`src/rtl/pipe_stall_ctrl_pkg.sv`:
```
// rtl/pipe_stall_ctrl_pkg.sv - shared state encodings and control-vector constants
package pipe_stall_ctrl_pkg;

  typedef enum logic [1:0] {
    RUN   = 2'd0,
    DWAIT = 2'd1,
    IWAIT = 2'd2,
    HALT  = 2'd3
  } state_t;

  localparam int TIMEOUT_DEF = 64;
  localparam int CNT_W_DEF   = 16;

  typedef struct packed {
    logic pc_en;
    logic en_ifid;
    logic en_idex;
    logic en_exmem;
    logic en_memwb;
    logic bubble_idex;
    logic flush_ifid;
  } ctl_t;

  localparam ctl_t CTL_FREEZE = 7'b00000_00;
  localparam ctl_t CTL_RUN    = 7'b11111_00;
  // Front end held, back end drains with a NOP entering IDEX.
  localparam ctl_t CTL_HOLD   = 7'b00111_10;
  localparam ctl_t CTL_BRANCH = 7'b11111_11;

endpackage

```
`src/rtl/pipe_stall_ctrl_stall_timer.sv`:
```
// rtl/pipe_stall_ctrl_stall_timer.sv - clear/inc wait counter with terminal count at TIMEOUT-1
module stall_timer #(
  parameter int TIMEOUT = 64
) (
  input  logic clk,
  input  logic rst,
  input  logic clr,
  input  logic inc,
  output logic tc
);

  localparam int CW = $clog2(TIMEOUT);

  logic [CW-1:0] cnt;

  assign tc = (cnt == CW'(TIMEOUT - 1));

  always_ff @(posedge clk or negedge rst) begin
    if (!rst) begin
      cnt <= '0;
    end else if (clr) begin
      cnt <= '0;
    end else if (inc && !tc) begin
      cnt <= cnt + CW'(1);
    end
  end

endmodule

```
`src/rtl/pipe_stall_ctrl.sv`:
```
// rtl/pipe_stall_ctrl.sv - stall/flush sequencer driving pipeline register enables
module pipe_stall_ctrl
  import pipe_stall_ctrl_pkg::*;
#(
  parameter int TIMEOUT = TIMEOUT_DEF,
  parameter int CNT_W   = CNT_W_DEF
) (
  input  logic             clk,
  input  logic             rst,
  input  logic             inst_mem_stall,
  input  logic             inst_mem_done,
  input  logic             data_mem_stall,
  input  logic             data_mem_done,
  input  logic             load_use,
  input  logic             branch_taken,
  input  logic             halt_wb,
  input  logic             err_wb,
  output logic             pc_en,
  output logic             en_ifid,
  output logic             en_idex,
  output logic             en_exmem,
  output logic             en_memwb,
  output logic             bubble_idex,
  output logic             flush_ifid,
  output logic             halted,
  output logic             timeout_err,
  output logic [CNT_W-1:0] stall_cycles
);

  state_t state, state_nxt;
  ctl_t   ctl;
  logic   pend_flush, pend_nxt;
  logic   use_run, ignore_data, to_fire;
  logic   wait_tc, timer_clr, timer_inc, stall_any;
  logic   in_wait, nxt_wait;

  always_comb begin
    ctl         = CTL_FREEZE;
    state_nxt   = state;
    pend_nxt    = pend_flush;
    use_run     = 1'b0;
    ignore_data = 1'b0;
    to_fire     = 1'b0;
    case (state)
      RUN: use_run = 1'b1;
      DWAIT: begin
        if (halt_wb || err_wb) begin
          state_nxt = HALT;
        end else if (data_mem_done) begin
          use_run     = 1'b1;
          ignore_data = 1'b1;
        end else if (wait_tc) begin
          to_fire   = 1'b1;
          state_nxt = HALT;
        end
      end
      IWAIT: begin
        if (halt_wb || err_wb) begin
          state_nxt = HALT;
        end else if (data_mem_stall && !data_mem_done) begin
          state_nxt = DWAIT;
        end else if (inst_mem_done) begin
          use_run = 1'b1;
        end else if (wait_tc) begin
          to_fire   = 1'b1;
          state_nxt = HALT;
        end else begin
          ctl = CTL_HOLD;
          // The branch leaves EX while fetch is stuck; remember it for the done cycle.
          if (branch_taken) pend_nxt = 1'b1;
        end
      end
      default: ;
    endcase

    if (use_run) begin
      state_nxt = RUN;
      if (halt_wb || err_wb) begin
        state_nxt = HALT;
      end else if (!ignore_data && data_mem_stall && !data_mem_done) begin
        state_nxt = DWAIT;
      end else if (inst_mem_stall && !inst_mem_done) begin
        ctl       = CTL_HOLD;
        state_nxt = IWAIT;
      end else if (load_use) begin
        ctl = CTL_HOLD;
      end else if (branch_taken || pend_flush) begin
        ctl      = CTL_BRANCH;
        pend_nxt = 1'b0;
      end else begin
        ctl = CTL_RUN;
      end
    end
  end

  assign pc_en       = rst & ctl.pc_en;
  assign en_ifid     = rst & ctl.en_ifid;
  assign en_idex     = rst & ctl.en_idex;
  assign en_exmem    = rst & ctl.en_exmem;
  assign en_memwb    = rst & ctl.en_memwb;
  assign bubble_idex = rst & ctl.bubble_idex;
  assign flush_ifid  = rst & ctl.flush_ifid;

  assign stall_any = ~(ctl.pc_en & ctl.en_ifid & ctl.en_idex & ctl.en_exmem & ctl.en_memwb);

  assign in_wait   = (state == DWAIT) || (state == IWAIT);
  assign nxt_wait  = (state_nxt == DWAIT) || (state_nxt == IWAIT);
  assign timer_clr = nxt_wait && (state_nxt != state);
  assign timer_inc = in_wait && (state_nxt == state);

  stall_timer #(
    .TIMEOUT(TIMEOUT)
  ) u_wait_timer (
    .clk(clk),
    .rst(rst),
    .clr(timer_clr),
    .inc(timer_inc),
    .tc (wait_tc)
  );

  always_ff @(posedge clk or negedge rst) begin
    if (!rst) begin
      state        <= RUN;
      pend_flush   <= 1'b0;
      halted       <= 1'b0;
      timeout_err  <= 1'b0;
      stall_cycles <= '0;
    end else begin
      state      <= state_nxt;
      pend_flush <= pend_nxt;
      if (state_nxt == HALT) halted <= 1'b1;
      if (to_fire) timeout_err <= 1'b1;
      if ((state != HALT) && stall_any && (stall_cycles != '1)) begin
        stall_cycles <= stall_cycles + CNT_W'(1);
      end
    end
  end

endmodule

```
`config.mk`:
```
export PLATFORM = sky130hd
export DESIGN_NAME = pipe_stall_ctrl
export DESIGN_NICKNAME = d
export VERILOG_FILES = /design/src/rtl/pipe_stall_ctrl_pkg.sv /design/src/rtl/pipe_stall_ctrl_stall_timer.sv /design/src/rtl/pipe_stall_ctrl.sv
export SDC_FILE = /design/constraint.sdc
export NUM_CORES = 1
export LEC_CHECK = 0
export CAP_MARGIN = 20
export CORE_UTILIZATION = 51
export DETAILED_ROUTE_END_ITERATION = 7
export HOLD_SLACK_MARGIN = 0.05
export PLACE_DENSITY = 0.81
export SETUP_SLACK_MARGIN = 0.2
export SLEW_MARGIN = 20
export SYNTH_ARGS = -nofsm -noshare
export SYNTH_HDL_FRONTEND = slang
export SYNTH_SLANG_ARGS = --single-unit
```
`constraint.sdc`:
```
create_clock -name clk -period 3.35 [get_ports clk]
set_input_delay 0.67 -clock clk [delete_from_list [all_inputs] [get_ports clk]]
set_output_delay 0.67 -clock clk [all_outputs]
set_load 0.005 [all_outputs]
```
==> results.md, run 1 <==
* Critical path capture point type: primary output
* Final Slew Violations at 0
* GRT Util Overall at 0.234
* Area leader, netlist: dfrtp_1
* Yosys cell types at 50
* Synth Instances at 183
* Crit path max fanout at 4
* Slowest stage delay, CP at roughly 510 ps
* CP top delay family: buffers and inverters
* FMAX at between 300 and 400 MHz
* Most frequent cells in the layout: dfrtp_1, clkdlybuf4s50_1, nor2_1, nand2_1, buf_4
* Routed WL at slightly below 4 mm
* Boundary Pins at 35
* CP Class: in2out
* Pin count of the biggest net entering global routing at 28
* Pre-CTS setup slack at -41.9 ps
* H-tree depth at 1
* Row cnt at 20
* Routed len/inst at about 14 microns
* Starting Density at 0.546
* Area fraction of the dominant cell type after synthesis at 0.395
* Clock Sinks at 27
* Tmin final at between 3000 and 4000 ps
* Most used DFF post-synth: dfrtp_1
* Hold Path Class: reg2reg
* Post-synthesis net count at roughly 200
* Mapped Area at roughly 1700 sq um
* Vias in the first global route at about 1.4k
* Maximum VDD drop at around 450 uV
* CTS tree: yes
* Outcome: finished, final reports clean
* Synth async-reset ratio at 1.00
* Leak at about 1.0 nW
* Filler cell count at ~240
* Arrival @ worst endpoint at between 2000 and 2500 ps
* Die width at 59.9 microns
* Core area at between 3000 and 4000 sq um
* First-pass DRT Iterations at 4
* Initial antenna violation count at 0
* Worst setup SP type: primary input
* Final nets at 253
* Mean post-synth cell area at about 9.3 sq um
* Layout cells sized above 1 at 0.171
* Vias/cell at 5.53
* Power density over cell area at ~750 nW/um^2
* Yosys reg bits at 27
* Post-route ant nets at 0
* Final routed DRC violation total at 0
* Setup ws final at about 320 ps
* Worst path bufs/invs at 3
* Clk root buf: clkbuf_4
* Die area at 3590 sq um
* Setup TNS at 0 ps
* CP dominant cell by count: clkdlybuf4s50_1
* Routability cong. at 0.791
* Initial drt markers at 79
* Largest family of logic cells by synthesized area: simple AND/OR/NAND/NOR gates
* CTS hold repair buffers at 0
* GRT overflow at 0
* Mux cell area share after synthesis at 0.0307
* Sequential area share after synthesis at 0.395
* Slew @ Worst Pin at approximately 720 ps
* CTS max path bufs at 2
* CTS buffer count at 3
* Post-synth EDFFs at 0
* Relative slew margins at 0.514
* Final hold vios at 0
* HPWL after detailed placement at 2.96 mm
* Commonest non-fill, non-tap cell in the layout: dfrtp_1
* Clock skew at between 15 and 20 ps
* Yosys warnings at 0
* Total power at 1.70 mW
* CP max-delay cell: clkdlybuf4s50_1
* DR vias at between 1.5k and 2k
* Max Cap Viol at 0
* Post-synthesis simple-gate area fraction at 0.230
* Die Height at 59.9 microns
* Synth Area in Compound Gates at 0.184
* Worst EP required at 2680 ps
* Worst-Skew Late Latency at 340 ps
* Area grow syn2layout at 32.5%
* Port bufs at 34
* Adder-cell share of the synthesized area at 0.0586
* Post-Synth XOR/XNOR Area at 0.0615
* Hold slack final at a little under 500 ps
* Unrepaired setup endpoints after global routing: false
* Synth area leaders: dfrtp_1, ha_1, nor2_1, nand2_1, xnor2_1
* Ant. Diodes at 0
* Final Cycle Share at 0.905
* First-pass GRT wire length at about 6.2 mm
* CP Cell Sequence: clkdlybuf4s50_1, buf_4, nand2_2, a211oi_2, o21a_1, clkdlybuf4s50_1
* Clk slew on worst S/H paths at between 100 and 150 ps
* Final Setup Violations at 0
## logic make-up after synthesis
family / after synthesis
simple gates: 80
fa+ha+maj: 8
flops: 27
mux: 5
compound gates: 38
buf+inv: 13
xor+xnor: 12
## sequential cells by signal, indices dropped and copies added (netlist names)
signal and cells:
halted 1, pend_flush 1, stall_cycles 16, state 2, timeout_err 1, u_wait_timer.cnt 6
## timing repair
| item | CTS | global route |
|---|---|---|
| gates resized for setup | 11 | 9 |
| buffers inserted | 2 | 1 |
| pin swaps | 7 | 3 |
| gates cloned | 0 | 0 |
| endpoints found under the setup margin | 7 | 5 |
## cell type report
type / count / area [sq um] / share of cell area
well taps: 44 / 55.1 / 0.0243
clock inverters: 1 / 5.00 / 0.00221
flip-flops and latches: 27 / 677 / 0.299
repair buffers: 51 / 464 / 0.205
multi-input cells: 143 / 1010 / 0.445
inverters: 9 / 33.8 / 0.0149
clock buffers: 3 / 22.5 / 0.00994
## through the flow
step / utilization / instance area, sq um / cells
CTS: 0.714 / 2230 / 277
floorplan: - / 1710 / 183
global placement: 0.696 / 2180 / 271
detailed placement: 0.696 / 2180 / 271
global route: 0.724 / 2260 / 278
finish: 0.724 / 2260 / 278
## metal layers
layer | global-route usage | vias to the layer above | part of all wire
met4 | 0.0698 | 0 | 0.011
met3 | 0.0281 | 6 | 0.047
met2 | 0.416 | 48 | 0.51
met5 | 0 | - | 0
li1 | - | 759 | -
met1 | 0.297 | 723 | 0.43
## final timing paths
check,from,end,slack (ps),depth (start not counted)
worst max-delay path,inst_mem_done,en_memwb,320,6
worst min-delay path,timeout_err,timeout_err,480,1
worst max register to register,state[0],u_wait_timer.cnt[0],450,11
worst min register to register,timeout_err,timeout_err,480,1
max in group asynchronous,rst,u_wait_timer.cnt[1],2260,2
min in group asynchronous,rst,stall_cycles[11],820,2
## report_power, final
group          internal, mW  total (mW)  switching, mW  leakage (nW)
combinational         0.500        1.06          0.558         0.660
clock                0.0449       0.147          0.102        0.0177
sequential            0.406       0.496         0.0905         0.339
total                 0.951        1.70          0.751          1.02
## synthesized netlist by cell type, drive strengths merged (2+ instances only)
| cell type | count |
|---|---|
| xor2 | 4 |
| a31oi | 2 |
| ha | 8 |
| nand3 | 7 |
| nor2b | 3 |
| nand4 | 5 |
| nand2 | 20 |
| o311ai | 3 |
| mux2 | 2 |
| or4 | 2 |
| and3 | 2 |
| dfrtp | 27 |
| o31ai | 3 |
| inv | 9 |
| mux2i | 3 |
| o21a | 4 |
| buf | 4 |
| nor3 | 7 |
| xnor2 | 8 |
| nand2b | 4 |
| o21ai | 6 |
| a21oi | 3 |
| nor2 | 21 |
| a22o | 2 |
| or2 | 4 |
| and2 | 3 |
| a21o | 2 |
(Power assumes the default switching activity.)
==> run 2, diff against run 1 <==
Settings changed: SYNTH_HIERARCHICAL set to 1.
==> run 2 against run 1 <==
Against the previous run:
- critical path depth rose by 1
- sequential cell count did not move
- final cell count fell by 7.6%
- sequential share of layout area rose by 0.66 points
- highest routed layer unchanged
==> results.md, run 2 <==
* HPWL after detailed placement at 2.90 mm (-2.0%)
* Internal power at 890 uW (-6.4%)
* Port bufs at 34 (unchanged)
* Hold slack final at 483 ps (+1.35 ps)
* Starting Density at 0.554 (+0.00720)
* Synth area leaders: dfrtp_1, xnor2_1, ha_1, nand2_1, xor2_1
* Pin count of the biggest net entering global routing at 28 (unchanged)
* Post-synth top cells: dfrtp_1, nand2_1, xnor2_1, inv_1
* Routed WL at 3.81 mm (-3.2%)
* Boundary Pins at 35 (unchanged)
* CP Class: in2out
* H-tree depth at 1 (unchanged)
* Clk root buf: clkbuf_4
* Worst-Skew Late Latency at 310 ps (-30 ps)
* Post-DP Area at 2120 sq um (-2.4%)
* Origin of the worst setup path: halt_wb
* Crit path max fanout at 4 (unchanged)
* Die Height at 60.3 microns (+0.63%)
* Worst EP required at 2680 ps (about the same)
* Row cnt at 20 (unchanged)
* Clock Sinks at 27 (unchanged)
* Final Slew Violations at 0 (unchanged)
* Maximum VDD drop at 672 uV (+48%)
* Placed cell count at 250 (-7.7%)
* R2R Setup Slk at 550 ps (+100 ps)
* Clk slew on worst S/H paths at 130 ps (about the same)
* Final Cycle Share at 0.924 (+0.0192)
* Area leader, netlist: dfrtp_1
* Sw Share at 0.438 (-0.00352)
* CTS max path bufs at 2 (unchanged)
* Die area at 3630 sq um (+1.3%)
* Post-synthesis net count at 190 (-5.5%)
* First-pass DRT Iterations at 4 (unchanged)
* Setup ws final at 255 ps (-64.3 ps)
* Critical R2R Launch: state[0]
* Final Cell Area at 2220 sq um (-2.0%)
* Final Setup Violations at 0 (unchanged)
* Power density over cell area at 713 nW/um^2 (-5.1%)
* Final nets at 232 (-8.3%)
* Max reg flops at 16 (unchanged)
* Final hold vios at 0 (unchanged)
* Worst hold start: halted
* GRT Util Overall at 0.235 (+0.000279)
* FMAX at 323 MHz (-2.1%)
* Most frequent cells in the layout: clkdlybuf4s50_1, dfrtp_1, nand2_1, xnor2_1
* Power share of the clock group at 0.086 (about the same)
* Slew @ Worst Pin at 412 ps (-306 ps)
* Clock skew at 5.00 ps (-12.9 ps)
* CTS buffer count at 3 (unchanged)
* Vias/cell at 5.74 (+3.9%)
* Area grow syn2layout at 28.2%
* Most used DFF post-synth: dfrtp_1
* Top reg by flops: stall_cycles
* Die width at 60.3 microns (+0.63%)
* Area fraction of the dominant cell type after synthesis at 0.390 (-0.00514)
* Post-route ant nets at 0 (unchanged)
* Arrival @ worst endpoint at 2430 ps (+70 ps)
* Mean post-synth cell area at 10.1 sq um (+7.8%)
* Commonest non-fill, non-tap cell in the layout: clkdlybuf4s50_1
* Tmin final at 3100 ps (+64.3 ps)
* Mapped Area at 1730 sq um (+1.3%)
* Max Cap Viol at 0 (unchanged)
* Worst R2R End: u_wait_timer/cnt[1]
* Yosys reg bits at 27 (unchanged)
* CTS hold repair buffers at 0 (unchanged)
* Initial drt markers at 33 (-58%)
* Leak at 0.932 nW (-8.3%)
* GRT overflow at 0 (unchanged)
* First-pass GRT wire length at 6.36 mm (+2.2%)
* Pre-CTS setup slack at 7.23 ps (+49.1 ps)
* Unrepaired setup endpoints after global routing: true
* DR vias at 1475 (-4.0%)
* Worst setup path endpoint: en_memwb
* Vias in the first global route at 1492 (+4.9%)
* Worst setup SP type: primary input
* Routability cong. at 0.900 (+14%)
* NetSw at 692 uW (-7.8%)
* Outcome: finished, final reports clean
* Yosys warnings at 6 (+6)
* Fin cells at 257 (-7.6%)
* Synth Instances at 172 (-6.0%)
* R2R cell count at 12 (+1)
* Routed len/inst at 14.8 microns (+4.7%)
* Setup TNS at 0 ps (unchanged)
* Ant. Diodes at 0 (unchanged)
* Final routed DRC violation total at 0 (unchanged)
* Yosys cell types at 53 (+6.0%)
* Sequential area share after synthesis at 0.390 (-0.00514)
* Hold Path Class: reg2reg
* Critical path capture point type: primary output
* Layout cells sized above 1 at 0.160 (-0.0113)
* Top-count cell post-synth: dfrtp_1
* CTS tree: yes
* Core area at 3130 sq um (unchanged)
* Relative slew margins at 0.724 (+0.210)
* Synth async-reset ratio at 1.00 (unchanged)
* Total power at 1.58 mW (-7.0%)
* Post-synth EDFFs at 0 (unchanged)
* Sequential Power Share at 0.319 (+0.027)
* Largest regs: stall_cycles (16), u_wait_timer/cnt (6), state (2)
* Initial antenna violation count at 0 (unchanged)
* Comb pwr share at 0.595 (-0.027)
* Util after Layout at 0.710 (-0.0144)
## run 2: worst min path at each step
stage	to	slack, ps	depth (start not counted)
3_5_place_dp	halted	450	1
6_report	halted	480	1
5_1_grt	halted	520	1
4_1_cts	halted	490	1
2_1_floorplan	halted	370	0
3_3_place_gp	halted	450	1
## run 2: worst max-delay path: stages
cell and delay (ps):
dlygate4sd2_1 300, nand4bb_4 280, nor2b_1 190, a21o_1 230, nor2_1 100, o21a_1 150, clkdlybuf4s50_1 510
## run 2: logic make-up (layout without fill, tap and decap cells)
logic type	after synthesis	after routing	synth area share
AOI/OAI and AO/OA	33	33	0.147
xor gates and xnor gates	17	17	0.0860
adders and majority gates	8	8	0.0578
buffers and inverters	14	55	0.0434
DFF	27	27	0.390
and+or+nand+nor	73	73	0.276
## run 2: repair_timing
action / CTS / global route
resized for setup: 7 / 9
cloned: 0 / 0
endpoints found under the setup margin: 7 / 7
buffers inserted: 1 / 2
pin swaps: 2 / 3
## run 2: routing by layer
metal | part of all wire | GRT usage
met5 | 0 | 0
met2 | 0.51 | 0.411
met3 | 0.040 | 0.0303
met1 | 0.43 | 0.278
met4 | 0.022 | 0.116
## run 2: layout make-up
class	count	area (sq um)
multi-input cells	131	1030
fillers	252	908
flip-flops and latches	27	678
repair buffers	42	398
well taps	44	55.1
inverters	9	33.8
clock buffers	4	26.3
## run 2: power by group through the flow
stage          clock (mW)  sequential (mW)  combinational [mW]
2_1_floorplan           0            0.493               0.595
3_3_place_gp            0            0.501               0.843
3_5_place_dp            0            0.511               0.881
4_1_cts             0.142            0.505               0.888
5_1_grt             0.151            0.518                1.05
6_report            0.136            0.505               0.941
==> run 3, diff against run 2 <==
Settings changed: CORE_MARGIN set to 3.
==> run 3 against run 2 <==
Against the previous run:
- wire length is 1.4% lower
- non-clock buffer count up 2
- sequential power is essentially flat
- power up 3.5%
- clock power barely moved
- maximum frequency decreased by 2.5%
- die area grew 14%
- global-route usage fell by 3.2 points
- via count shrank 2.4%
- highest routed layer unchanged
==> results.md, run 3 (synthesized netlist as in run 2, its figures left out) <==
* Outcome: finished, final reports clean
* Worst R2R End: u_wait_timer/cnt[5]
* Die area at 4130 sq um (+14%)
* Slew @ Worst Pin at 392 ps (-20.4 ps)
* Row cnt at 20 (unchanged)
* Routed len/inst at 14.5 microns (-2.2%)
* Pin count of the biggest net entering global routing at 27 (-3.6%)
* First-pass GRT wire length at 6.77 mm (+6.4%)
* Clk slew on worst S/H paths at 140 ps (about the same)
* Comb pwr share at 0.611 (+0.016)
* M1 WL at 1.71 mm (+5.2%)
* Power density over cell area at 728 nW/um^2 (+2.2%)
* Port bufs at 34 (unchanged)
* Power share of the clock group at 0.083 (-0.003)
* Critical R2R Launch: u_wait_timer/cnt[0]
* Area taken by multi-input logic gates at 1040 sq um (+1.3%)
* Largest regs: stall_cycles (16), u_wait_timer/cnt (6), state (2)
* Relative slew margins at 0.738 (+0.0137)
* Final routed DRC violation total at 0 (unchanged)
* Clk root buf: clkbuf_4
* Most frequent cells in the layout: clkdlybuf4s50_1, dfrtp_1, nand2_1, xnor2_1, buf_4
* Final Slew Violations at 0 (unchanged)
* Sequential cell area at 678 sq um (unchanged)
* Vias/cell at 5.56 (-3.2%)
* Setup TNS at 0 ps (unchanged)
* Worst hold start: halted
* Worst EP required at 2680 ps (about the same)
* Tmin final at 3180 ps (+80.6 ps)
* Max reg flops at 16 (unchanged)
* Final Cycle Share at 0.948 (+0.0241)
* Maximum VDD drop at 357 uV (-47%)
* Leak at 0.954 nW (+2.3%)
* DR vias at 1439 (-2.4%)
* WHS Path Cells at 1 (unchanged)
* Core area at 3150 sq um (+0.80%)
* Hold Path End: halted
* Fin cells at 259 (+0.78%)
* Critical path capture point type: primary output
* Hold Path Class: reg2reg
* Top reg by flops: stall_cycles
* CTS buffer count at 3 (unchanged)
* HPWL after detailed placement at 2.99 mm (+3.0%)
* Worst-Skew Late Latency at 310 ps (about the same)
* Boundary Pins at 35 (unchanged)
* Layout cells sized above 1 at 0.167 (+0.00782)
* Vias in the first global route at 1467 (-1.7%)
* CTS max path bufs at 2 (unchanged)
* Total power at 1.64 mW (+3.5%)
* DR top layer: met4
* Max Cap Viol at 0 (unchanged)
* Routed wl met3 at 187 microns (+23%)
* Sw Share at 0.432 (-0.00536)
* R2R Setup Slk at 600 ps (+50 ps)
* NetSw at 708 uW (+2.3%)
* Routability cong. at 0.821 (-8.7%)
* Clock Sinks at 27 (unchanged)
* FMAX at 315 MHz (-2.5%)
* GRT overflow at 0 (unchanged)
* Final hold vios at 0 (unchanged)
* Met2 wire len at 1.84 mm (-5.2%)
* Clock skew at 5.88 ps (+0.879 ps)
* Arrival @ worst endpoint at 2510 ps (+80 ps)
* CTS tree: yes
* Post-route ant nets at 0 (unchanged)
* Commonest non-fill, non-tap cell in the layout: clkdlybuf4s50_1
* Final nets at 234 (+0.86%)
* Ant. Diodes at 0 (unchanged)
* CTS hold repair buffers at 0 (unchanged)
* Placed cell count at 252 (+0.80%)
* CP Class: in2out
* Routed WL at 3.75 mm (-1.4%)
* Util after Layout at 0.713 (+0.00389)
* Die Height at 64.3 microns (+6.6%)
* Starting Density at 0.549 (-0.00439)
* GRT Util Overall at 0.203 (-0.0316)
* Worst setup SP type: primary input
* Initial drt markers at 69 (+110%)
* First-pass DRT Iterations at 4 (unchanged)
* H-tree depth at 1 (unchanged)
* Final Setup Violations at 0 (unchanged)
* Unrepaired setup endpoints after global routing: true
* Initial antenna violation count at 0 (unchanged)
* Area grow syn2layout at 29.9%
* Crit path max fanout at 5 (+1)
* Filler cell count at 250 (-0.79%)
* Internal power at 930 uW (+4.5%)
* Sequential Power Share at 0.307 (-0.012)
* R2R cell count at 11 (-1)
* Die width at 64.3 microns (+6.6%)
## run 3: stage by stage
step                      setup slack, ps  hold WS (ps)  instance area, sq um
after CTS                             172           486                  2180
final                                 174           483                  2250
after global placement               89.6           449                  2140
after floorplan                       763           374                  1730
after detailed placement             18.2           454                  2140
after global routing                  138           515                  2250
## run 3: cell type report
class,count,area share
Timing Repair Buffer,44,0.184
Multi-Input combinational cell,131,0.463
Clock buffer,4,0.0117
Inverter,9,0.0150
Tap cell,44,0.0245
Sequential cell,27,0.301
## run 3: power by group through the flow
stage                     sequential, mW  combinational, mW  clock [mW]
after floorplan                    0.493              0.595           0
after global placement             0.503              0.903           0
after detailed placement           0.512              0.930           0
after CTS                          0.497              0.959       0.140
after global routing               0.512               1.12       0.161
final                              0.502               1.00       0.135
## run 3: worst max-delay path: stages
cell and delay (ps):
clkdlybuf4s50_1 550, nor2b_1 120, nor4b_4 310, and3_1 230, o21a_1 130, clkdlybuf4s50_1 490
## run 3: worst max-delay path by stage
stage | startpoint | to | cells after the start
2_1_floorplan | inst_mem_stall | u_wait_timer/cnt[1] | 9
3_3_place_gp | err_wb | bubble_idex | 8
3_5_place_dp | err_wb | flush_ifid | 6
4_1_cts | inst_mem_done | flush_ifid | 6
5_1_grt | inst_mem_done | flush_ifid | 6
6_report | inst_mem_done | flush_ifid | 6
## run 3: layer usage
metal / up-vias / GRT usage
met4: 0 / 0.0475
li1: 708 / -
met3: 2 / 0.0211
met2: 39 / 0.353
met1: 690 / 0.270
met5: - / 0
## run 3: repair_timing
action	CTS	global route
endpoints found under the setup margin	7	7
buffers inserted	1	2
resized for setup	6	11
pin swaps	1	2
